## src/rtl/uart_cmd_pkg.sv

```systemverilog
// uart_cmd_pkg: shared states, error codes and defaults for the UART command controller
package uart_cmd_pkg;
  typedef enum logic [2:0] {S_IDLE, S_ADDR, S_LEN, S_DATA, S_CHK, S_COMMIT} uart_cmd_state_t;
  typedef enum logic [1:0] {ERR_LEN = 2'd0, ERR_CHK = 2'd1, ERR_TIMEOUT = 2'd2, ERR_OVERRUN = 2'd3} uart_cmd_err_t;
  localparam logic [7:0] SYNC_BYTE_DEF = 8'hA5;
endpackage

```

## src/rtl/uart_cmd_timer.sv

```systemverilog
// uart_cmd_timer: inter-byte timeout counter, pulses expire once it reaches TIMEOUT_CYCLES-1
module uart_cmd_timer #(
  parameter int TIMEOUT_CYCLES = 174
) (
  input  logic clk,
  input  logic n_rst,
  input  logic clr,
  input  logic en,
  output logic expire
);
  localparam int CW = $clog2(TIMEOUT_CYCLES + 1);
  logic [CW-1:0] cnt;
  always_ff @(posedge clk or negedge n_rst)
    if (!n_rst) cnt <= '0;
    else cnt <= (clr || !en) ? '0 : cnt + CW'(1);
  assign expire = en && cnt == CW'(TIMEOUT_CYCLES - 1);
endmodule

```

## src/rtl/uart_cmd_ctrl.sv

```systemverilog
// uart_cmd_ctrl: frames uart_rx bytes (SYNC ADDR LEN DATA.. [CHK]) into buffered register-write bursts
// Checksum byte and CHK error exist only when UART_CMD_CHK_EN is defined.
module uart_cmd_ctrl
  import uart_cmd_pkg::*;
#(
  parameter int         CLK_FREQ     = 50000000,
  parameter int         BAUD_RATE    = 115200,
  parameter logic [7:0] SYNC_BYTE    = SYNC_BYTE_DEF,
  parameter int         ADDR_W       = 8,
  parameter int         MAX_LEN      = 8,
  parameter int         TIMEOUT_BITS = 20
) (
  input  logic              clk,
  input  logic              n_rst,
  input  logic              i_data_valid,
  input  logic [7:0]        i_data,
  output logic              o_wr_valid,
  input  logic              i_wr_ready,
  output logic [ADDR_W-1:0] o_wr_addr,
  output logic [7:0]        o_wr_data,
  output logic              o_done,
  output logic              o_err,
  output logic [1:0]        o_err_code,
  output logic              o_busy
);
  // Round to nearest: an exact integer ratio must not be bumped up by the +0.5.
  localparam int TIMEOUT_CYCLES = $rtoi(real'(TIMEOUT_BITS) * real'(CLK_FREQ) / real'(BAUD_RATE) + 0.5);
  localparam int LW = $clog2(MAX_LEN + 1);
  localparam int IW = MAX_LEN > 1 ? $clog2(MAX_LEN) : 1;
`ifdef UART_CMD_CHK_EN
  localparam uart_cmd_state_t S_AFTER_DATA = S_CHK;
`else
  localparam uart_cmd_state_t S_AFTER_DATA = S_COMMIT;
`endif
  uart_cmd_state_t state, state_n;
  uart_cmd_err_t code_n;
  logic [ADDR_W-1:0] base;
  logic [LW-1:0] len, idx;
  logic [7:0] mem [2**IW];
  logic expire, err_n, done_n, accept, last_data, last_wr, bad_len;
  assign accept    = state == S_COMMIT && i_wr_ready;
  assign last_wr   = accept && idx + LW'(1) == len;
  assign last_data = state == S_DATA && i_data_valid && idx + LW'(1) == len;
  assign bad_len   = i_data == 8'd0 || int'(i_data) > MAX_LEN;
  uart_cmd_timer #(.TIMEOUT_CYCLES(TIMEOUT_CYCLES)) u_timer (
    .clk    (clk),
    .n_rst  (n_rst),
    .clr    (i_data_valid || state_n != state),
    .en     (state inside {S_ADDR, S_LEN, S_DATA, S_CHK}),
    .expire (expire)
  );
`ifdef UART_CMD_CHK_EN
  logic [7:0] chk;
  always_ff @(posedge clk or negedge n_rst)
    if (!n_rst) chk <= '0;
    else if (i_data_valid) chk <= state == S_ADDR ? i_data : chk ^ i_data;
`endif
  always_ff @(posedge clk or negedge n_rst)
    if (!n_rst) state <= S_IDLE;
    else state <= state_n;
  always_comb begin
    state_n = state;
    err_n   = 1'b0;
    code_n  = ERR_LEN;
    done_n  = 1'b0;
    case (state)
      S_IDLE: state_n = i_data_valid && i_data == SYNC_BYTE ? S_ADDR : S_IDLE;
      S_ADDR: state_n = i_data_valid ? S_LEN : S_ADDR;
      S_LEN: begin
        state_n = i_data_valid ? (bad_len ? S_IDLE : S_DATA) : S_LEN;
        err_n   = i_data_valid && bad_len;
      end
      S_DATA: state_n = last_data ? S_AFTER_DATA : S_DATA;
      S_CHK: begin
`ifdef UART_CMD_CHK_EN
        state_n = i_data_valid ? (i_data == chk ? S_COMMIT : S_IDLE) : S_CHK;
        err_n   = i_data_valid && i_data != chk;
        code_n  = ERR_CHK;
`else
        state_n = S_IDLE;
`endif
      end
      S_COMMIT: begin
        state_n = last_wr ? S_IDLE : S_COMMIT;
        done_n  = last_wr;
        err_n   = i_data_valid;
        code_n  = ERR_OVERRUN;
      end
      default: state_n = S_IDLE;
    endcase
    // A byte arriving on the expiry cycle takes precedence over the timeout.
    if (expire && !i_data_valid) begin
      state_n = S_IDLE;
      err_n   = 1'b1;
      code_n  = ERR_TIMEOUT;
    end
  end
  always_ff @(posedge clk or negedge n_rst)
    if (!n_rst) begin
      base       <= '0;
      len        <= '0;
      idx        <= '0;
      o_err      <= 1'b0;
      o_err_code <= '0;
      o_done     <= 1'b0;
    end else begin
      o_err      <= err_n;
      o_err_code <= err_n ? code_n : '0;
      o_done     <= done_n;
      if (i_data_valid && state == S_ADDR) base <= ADDR_W'(i_data);
      if (i_data_valid && state == S_LEN) begin
        len <= LW'(i_data);
        idx <= '0;
      end
      if (i_data_valid && state == S_DATA) idx <= last_data ? '0 : idx + LW'(1);
      if (accept) idx <= idx + LW'(1);
    end
  always_ff @(posedge clk)
    if (i_data_valid && state == S_DATA) mem[idx[IW-1:0]] <= i_data;
  assign o_wr_valid = state == S_COMMIT;
  assign o_wr_addr  = o_wr_valid ? base + ADDR_W'(idx) : '0;
  assign o_wr_data  = o_wr_valid ? mem[idx[IW-1:0]] : '0;
  assign o_busy     = state != S_IDLE;
endmodule
```

## config.mk

```make
export PLATFORM = sky130hd
export DESIGN_NAME = uart_cmd_ctrl
export DESIGN_NICKNAME = d
export VERILOG_FILES = /design/src/rtl/uart_cmd_pkg.sv /design/src/rtl/uart_cmd_timer.sv /design/src/rtl/uart_cmd_ctrl.sv
export SDC_FILE = /design/constraint.sdc
export NUM_CORES = 1
export LEC_CHECK = 0
export ABC_AREA = 1
export CORE_MARGIN = 2
export CORE_UTILIZATION = 65
export CTS_BUF_LIST = sky130_fd_sc_hd__clkbuf_8
export CTS_CLUSTER_SIZE = 10
export DETAILED_ROUTE_END_ITERATION = 16
export DONT_BUFFER_PORTS = 1
export GPL_TIMING_DRIVEN = 0
export PLACE_DENSITY = 0.81
export SLEW_MARGIN = 20
export SYNTH_ARGS = -nofsm -noshare
export SYNTH_HDL_FRONTEND = slang
export SYNTH_SLANG_ARGS = --single-unit
export TNS_END_PERCENT = 20
```

## constraint.sdc

```tcl
create_clock -name clk -period 2.6 [get_ports clk]
set_input_delay 0.52 -clock clk [delete_from_list [all_inputs] [get_ports clk]]
set_output_delay 0.52 -clock clk [all_outputs]
set_load 0.02 [all_outputs]
```

# Yosys cells after proc, flatten, opt, wreduce, memory -nomap -nowiden
# Memories as Yosys holds them, arrays and structs flattened.
# Index checks and enable logic that the tools add are counted.
# totals
reg_bits	37
mem_bits_rw	64
in_bits	12
out_inout_bits	22
elab_cells	65
mem_count	1
# memory_table
name	depth	width	read_ports	rd_ports_with_merged_regs	write_ports	line_no	source
mem	8	8	1	0	1	uart_cmd_ctrl.sv:39	logic [7:0] mem [2**IW];
# op_classes
addsub	3
magnitude_cmp	1
eq_ne	9
muxes	23
reduce_logical	20
# op_table
operator	count
4-bit two-way mux	4
8-bit two-way mux	2
3-bit case mux with 5 select lines	1
14-bit by 1-bit adder with 14-bit output, second input constant	1
14-bit == test, second input constant	1
14-bit two-way mux	1
2-bit two-way mux	6
1-bit logical AND	10
3-bit two-way mux	3
8-bit by 4-bit adder with 8-bit output	1
8-bit == test, second input constant	1
8-bit by 4-bit > comparator with 1-bit output, second input constant	1
8-bit logical NOT	1
3-bit by 2-bit == test with 1-bit output, second input constant	2
3-bit == test, second input constant	2
3-bit nonzero test	2
1-bit two-way mux	5
4-bit by 1-bit adder with 4-bit output, second input constant	1
4-bit == test	1
4-bit nonzero test	1
3-bit by 1-bit == test with 1-bit output, second input constant	1
3-bit logical NOT	1
1-bit logical OR	3
3-bit inequality test	1
other kinds (2)	3

# Logic depth before layout (Yosys ltp)
# depth
word_depth	10
mapped_depth	14

# Hierarchy
# A second synthesis with hierarchy kept.
# unflattened
cells_unflattened	478
hier_area_um2	4705.8
# modules_own_cells
mod	instances	cells_per_inst	area_each_um2
uart_cmd_ctrl	1	369	3896.2
uart_cmd_timer	1	109	809.5

# Least setup slack after synthesis
# Ideal clock, no wire load.
# synth_path
path_kind	reg-to-output
from	reg idx[1]
to	out o_wr_addr[6]
t_arrival_ns	1.856
slack_ns	0.224
path_stages_with_launch	11
n_path_buf	1
cell_sequence	dfrtp_1 > buf_2 > inv_1 > fa_1 > inv_1 > nand3_1 > nand2_1 > nand2_1 > inv_1 > a21oi_1 > nor3_1
# synth_between
elab_chain_cells	2
# synth_rtl
item	line_no	source
from (decl)	uart_cmd_ctrl.sv:38	logic [LW-1:0] len, idx;
from (signal assigned)	uart_cmd_ctrl.sv:115	if (i_data_valid && state == S_DATA) idx <= last_data ? '0 : idx + LW'(1);
from (signal assigned)	uart_cmd_ctrl.sv:116	if (accept) idx <= idx + LW'(1);
8-bit by 4-bit adder with 8-bit output	uart_cmd_ctrl.sv:121	assign o_wr_addr = o_wr_valid ? base + ADDR_W'(idx) : '0;
8-bit two-way mux	uart_cmd_ctrl.sv:121	
to (decl)	uart_cmd_ctrl.sv:19	output logic [ADDR_W-1:0] o_wr_addr,
# Every way passes these cells.

# Final worst setup path
# layout_path
from	reg idx[1]
to	out o_wr_addr[5]
# Same word-level chain as after synthesis.

==> flow_metrics.env <==
export IMPL_status="complete, but fails checks"
export IMPL_failing_checks="setup timing"
export IMPL_cts_clk_slew_worst_paths_ns=0.11
export IMPL_synth_largest_area_cell="sky130_fd_sc_hd__edfxtp_1"
export IMPL_die_h_um=88.69
export IMPL_postLayoutCellArea_um2=5390
export IMPL_antenna_cells=0
export IMPL_clkSinkCount=101
export IMPL_hold_path_endpoint="mem[7][2]"
export IMPL_synth_top_flop_cell="sky130_fd_sc_hd__edfxtp_1"
export IMPL_timing_worst_slew_pin_value_ns=0.7747
export IMPL_clock_tree_from_tritoncts="done"
export IMPL_ios=34
export IMPL_dp_final_hpwl_um=6864
export IMPL_cts_root_buf="sky130_fd_sc_hd__clkbuf_8"
export IMPL_layout_drive_gt1_share_pct=23.77
export IMPL_yosys_warnings=0
export IMPL_crit_path_max_fanout=3
export IMPL_regToRegStartpoint="idx[1]"
export IMPL_nets=482
export IMPL_worst_path_stages=9
export IMPL_power_switching_uw=812.1
export IMPL_initial_antenna_violation_count=0
export IMPL_overall_track_demand_over_capacity_in_global_routing_pct=28.46
export IMPL_setup_viol=4
export IMPL_cell_area_after_synthesis_um2=4662
export IMPL_slew_violations=0
export IMPL_ctsHtreeMaxLevel=3
export IMPL_drtIter0Drc=240
export IMPL_hold_path_class="in2reg"
export IMPL_power_switching_share_pct=25.83
export IMPL_placement_cell_area_um2=4807
export IMPL_slew_limit_headroom_pct=48.16
export IMPL_r2r_end="u_timer.cnt[8]"
export IMPL_gr_total_overflow=0
export IMPL_critical_path_top_delay_family="compound AO/OA/AOI/OAI gates"
export IMPL_master_of_the_slowest_instance_on_the_critical_path="sky130_fd_sc_hd__dfrtp_1"
export IMPL_detail_route_first_pass_iterations=5
export IMPL_finalWorstSetupSlack_ns=-0.08545
export IMPL_maxClockFrequency_mhz=372.4
export IMPL_die_area_um2=7866
export IMPL_timing_critical_path_arrival_ns=2.17
export IMPL_syn2layout_area_growth_pct=15.62
export IMPL_reg2reg_setup_slack_ns=0.41
export IMPL_timing_critical_path_from_type="flip-flop"
export IMPL_path_cells="buf_6 -> ha_4 -> nand2_2 -> nor2_2 -> a211oi_2 -> nor2_1 -> o21ai_2 -> o21ai_1 -> a21oi_2"
export IMPL_final_antenna_net_count=0
export IMPL_avgViaCountPerCell=5.993
export IMPL_power_frac_seq_pct=56.4
export IMPL_die_width_um=88.69
export IMPL_wl_per_cell_um=18.87
export IMPL_holdPathStages=0
export IMPL_p_comb_share_pct=10.0
export IMPL_grt_pass1_wl_um=16230
export IMPL_yosys_area_top_type_share_pct=41.22
export IMPL_r2r_cells=13
export IMPL_syn_area_per_cell_um2=10.74
export IMPL_synth_net_count=454
export IMPL_ys_top_cells_by_area="sky130_fd_sc_hd__edfxtp_1, sky130_fd_sc_hd__dfrtp_1, sky130_fd_sc_hd__nand2_1"
export IMPL_cts_buffers=9
export IMPL_fillCellCount=437
export IMPL_clkLatencyLatePin_ns=0.36
export IMPL_leakage_uw=0.002018
export IMPL_critical_path_buf_inv_count=1
export IMPL_drt_wl_total_um=10620
export IMPL_replace_congestion=0.8709
export IMPL_pwr_density_cell_nw_per_um2=583.3
export IMPL_via_count_of_the_first_global_routing_pass=3312
export IMPL_core_region_area_um2=6869
export IMPL_postSynth_asyncResetShare_pct=36.63
export IMPL_vdd_ir_drop_worst_mv=0.4727
export IMPL_rsz0062_at_grt="true"
export IMPL_fin_crit_ns=2.685
export IMPL_detailroute_via_count=3374
export IMPL_count_of_flip_flops_with_a_built_in_enable_after_synthesis=64
export IMPL_clock_power_share_pct=33.7
export IMPL_setup_crit_path_kind="reg2out"
export IMPL_detailedPlace_worstSlack_ns=-0.3051
export IMPL_floorplan_initialDensity_pct=67.87
export IMPL_numPortBuffers=0
export IMPL_worstHoldStart="i_data[2]"
export IMPL_critPathRequiredTime_ns=2.08
export IMPL_timing_max_cap_violations=0
export IMPL_synth_cell_types=39
export IMPL_finalHoldViolations=0
export IMPL_core_rowCount=30
export IMPL_syn_inst=434
export IMPL_seq_area_frac_synth_pct=61.08
export IMPL_grt_max_degree=38
export IMPL_worst_clk_skew_ns=0.008601
export IMPL_maximum_root_to_sink_buffer_count=2
export IMPL_fin_crit_sh_pct=103.3
export IMPL_worstSetupEndpointType="primary output"
export IMPL_timing_critical_path_slowest_cell_delay_ns=0.42
export IMPL_synth_seq_cells=101
export IMPL_power_report_internal_total_uw=2332
export IMPL_remaining_design_rule_violation_count=0
## layout make-up
cell class / instances / area [µm²] / share of cell area, %
multi-input cells: 271 / 1787 / 33.15
well taps: 96 / 120.1 / 2.228
inverters: 56 / 216.5 / 4.016
flip-flops and latches: 101 / 2848 / 52.83
plain buffers: 6 / 61.31 / 1.137
clock buffers: 9 / 123.9 / 2.298
repair buffers: 17 / 143.9 / 2.669
clock inverters: 7 / 90.09 / 1.671
## stage by stage
step / hold WS, ns / setup TNS [ns] / instances / utilization [%] / total power [µW]
after global routing: 0.2121 / -1.190 / 563 / 78.47 / 3249
final: 0.2419 / -0.2388 / 563 / 78.47 / 3144
after detailed placement: 0.2253 / -2.043 / 532 / 69.98 / 2018
after CTS: 0.2349 / -0.9288 / 555 / 75.52 / 3084
after global placement: 0.2252 / -3.796 / 530 / 69.62 / 2006
after floorplan: 0.2244 / 0 / 434 / - / 1960
## timing repair
item                                   in CTS  in global routing
resized for setup                          21                 33
gates cloned                                0                  0
buffers inserted                            5                  8
setup endpoints to repair                  14                 16
hold buffers                                2                  0
pin swaps                                   4                 10
endpoints found under the hold margin      37                  0
## state kept, by name (all words and copies together) (netlist names)
signal and flops:
mem 64, u_timer.cnt 14, base 8, idx 4, len 4, state 3, o_err_code 2, o_done 1
o_err 1
## power by group through the flow
stage | combinational (µW) | clock (µW) | sequential [µW]
6_report | 313 | 1060 | 1770
5_1_grt | 345 | 1130 | 1780
4_1_cts | 260 | 1060 | 1770
3_5_place_dp | 217 | 0 | 1800
3_3_place_gp | 208 | 0 | 1800
2_1_floorplan | 168 | 0 | 1790
## worst register-to-register path: cells and delay by family (launching register included)
kind	cells	cell delay, ns
xor gates and xnor gates	1	0.14
adders and majority gates	1	0.30
buffers and inverters	2	0.33
DFF	1	0.42
and+or+nand+nor	9	0.91
## cell usage in the layout, fill, tap and decap left out, types with 4 or more instances in the layout
cell type                  instances
sky130_fd_sc_hd__nand2_1          80
sky130_fd_sc_hd__edfxtp_1         64
sky130_fd_sc_hd__inv_1            43
sky130_fd_sc_hd__dfrtp_1          37
sky130_fd_sc_hd__nor2_1           28
sky130_fd_sc_hd__nand3_1          20
sky130_fd_sc_hd__o21ai_0          16
sky130_fd_sc_hd__buf_4            13
sky130_fd_sc_hd__nor3_2           11
sky130_fd_sc_hd__a22oi_1          11
sky130_fd_sc_hd__inv_2             9
sky130_fd_sc_hd__clkbuf_8          9
sky130_fd_sc_hd__nand4_1           8
sky130_fd_sc_hd__nand2_2           8
sky130_fd_sc_hd__xor2_1            8
sky130_fd_sc_hd__a21oi_1           7
sky130_fd_sc_hd__buf_6             6
sky130_fd_sc_hd__nor2_2            6
sky130_fd_sc_hd__nor3_1            6
sky130_fd_sc_hd__o22ai_1           6
sky130_fd_sc_hd__a221oi_2          6
sky130_fd_sc_hd__ha_1              5
sky130_fd_sc_hd__nand3_2           4
sky130_fd_sc_hd__a41oi_2           4
## kinds of logic (layout without fill, tap and decap cells)
family | count (synthesis) | in the layout | share of synthesized area, %
and+or+nand+nor | 186 | 186 | 19.49
DFF | 101 | 101 | 61.08
AOI/OAI and AO/OA | 65 | 65 | 9.125
buffers and inverters | 62 | 95 | 5.716
xor gates and xnor gates | 11 | 11 | 2.067
adders and majority gates | 8 | 8 | 2.308
muxes | 1 | 1 | 0.2147
## cells in the mapped netlist (all sizes together), types with 6 or more instances
cell	n
xor2	8
a41oi	6
o21ai	19
edfxtp	64
a22oi	11
o22ai	6
a221oi	7
nor2	37
inv	54
dfrtp	37
a21oi	9
ha	7
nor3	20
nand4	8
nand3	24
nand2	88
## how the worst max path moves through the flow
| stage | end | start |
|---|---|---|
| CTS | o_wr_data[0] | idx[1] |
| global placement | mem[6][2] | i_data_valid |
| global route | o_wr_addr[5] | idx[1] |
| finish | o_wr_addr[5] | idx[1] |
| detailed placement | o_wr_data[1] | idx[1] |
| floorplan | o_wr_addr[6] | idx[1] |
## per-layer routing
| layer | global-route usage (%) | vias up | wire length (µm) |
|---|---|---|---|
| met4 | 11.98 | 0 | 352 |
| met5 | 0 | - | 0 |
| li1 | - | 1576 | - |
| met2 | 48.17 | 140 | 5432 |
| met3 | 6.157 | 29 | 713 |
| met1 | 35.61 | 1629 | 4126 |
No activity file was read; power rests on OpenSTA's default activity.
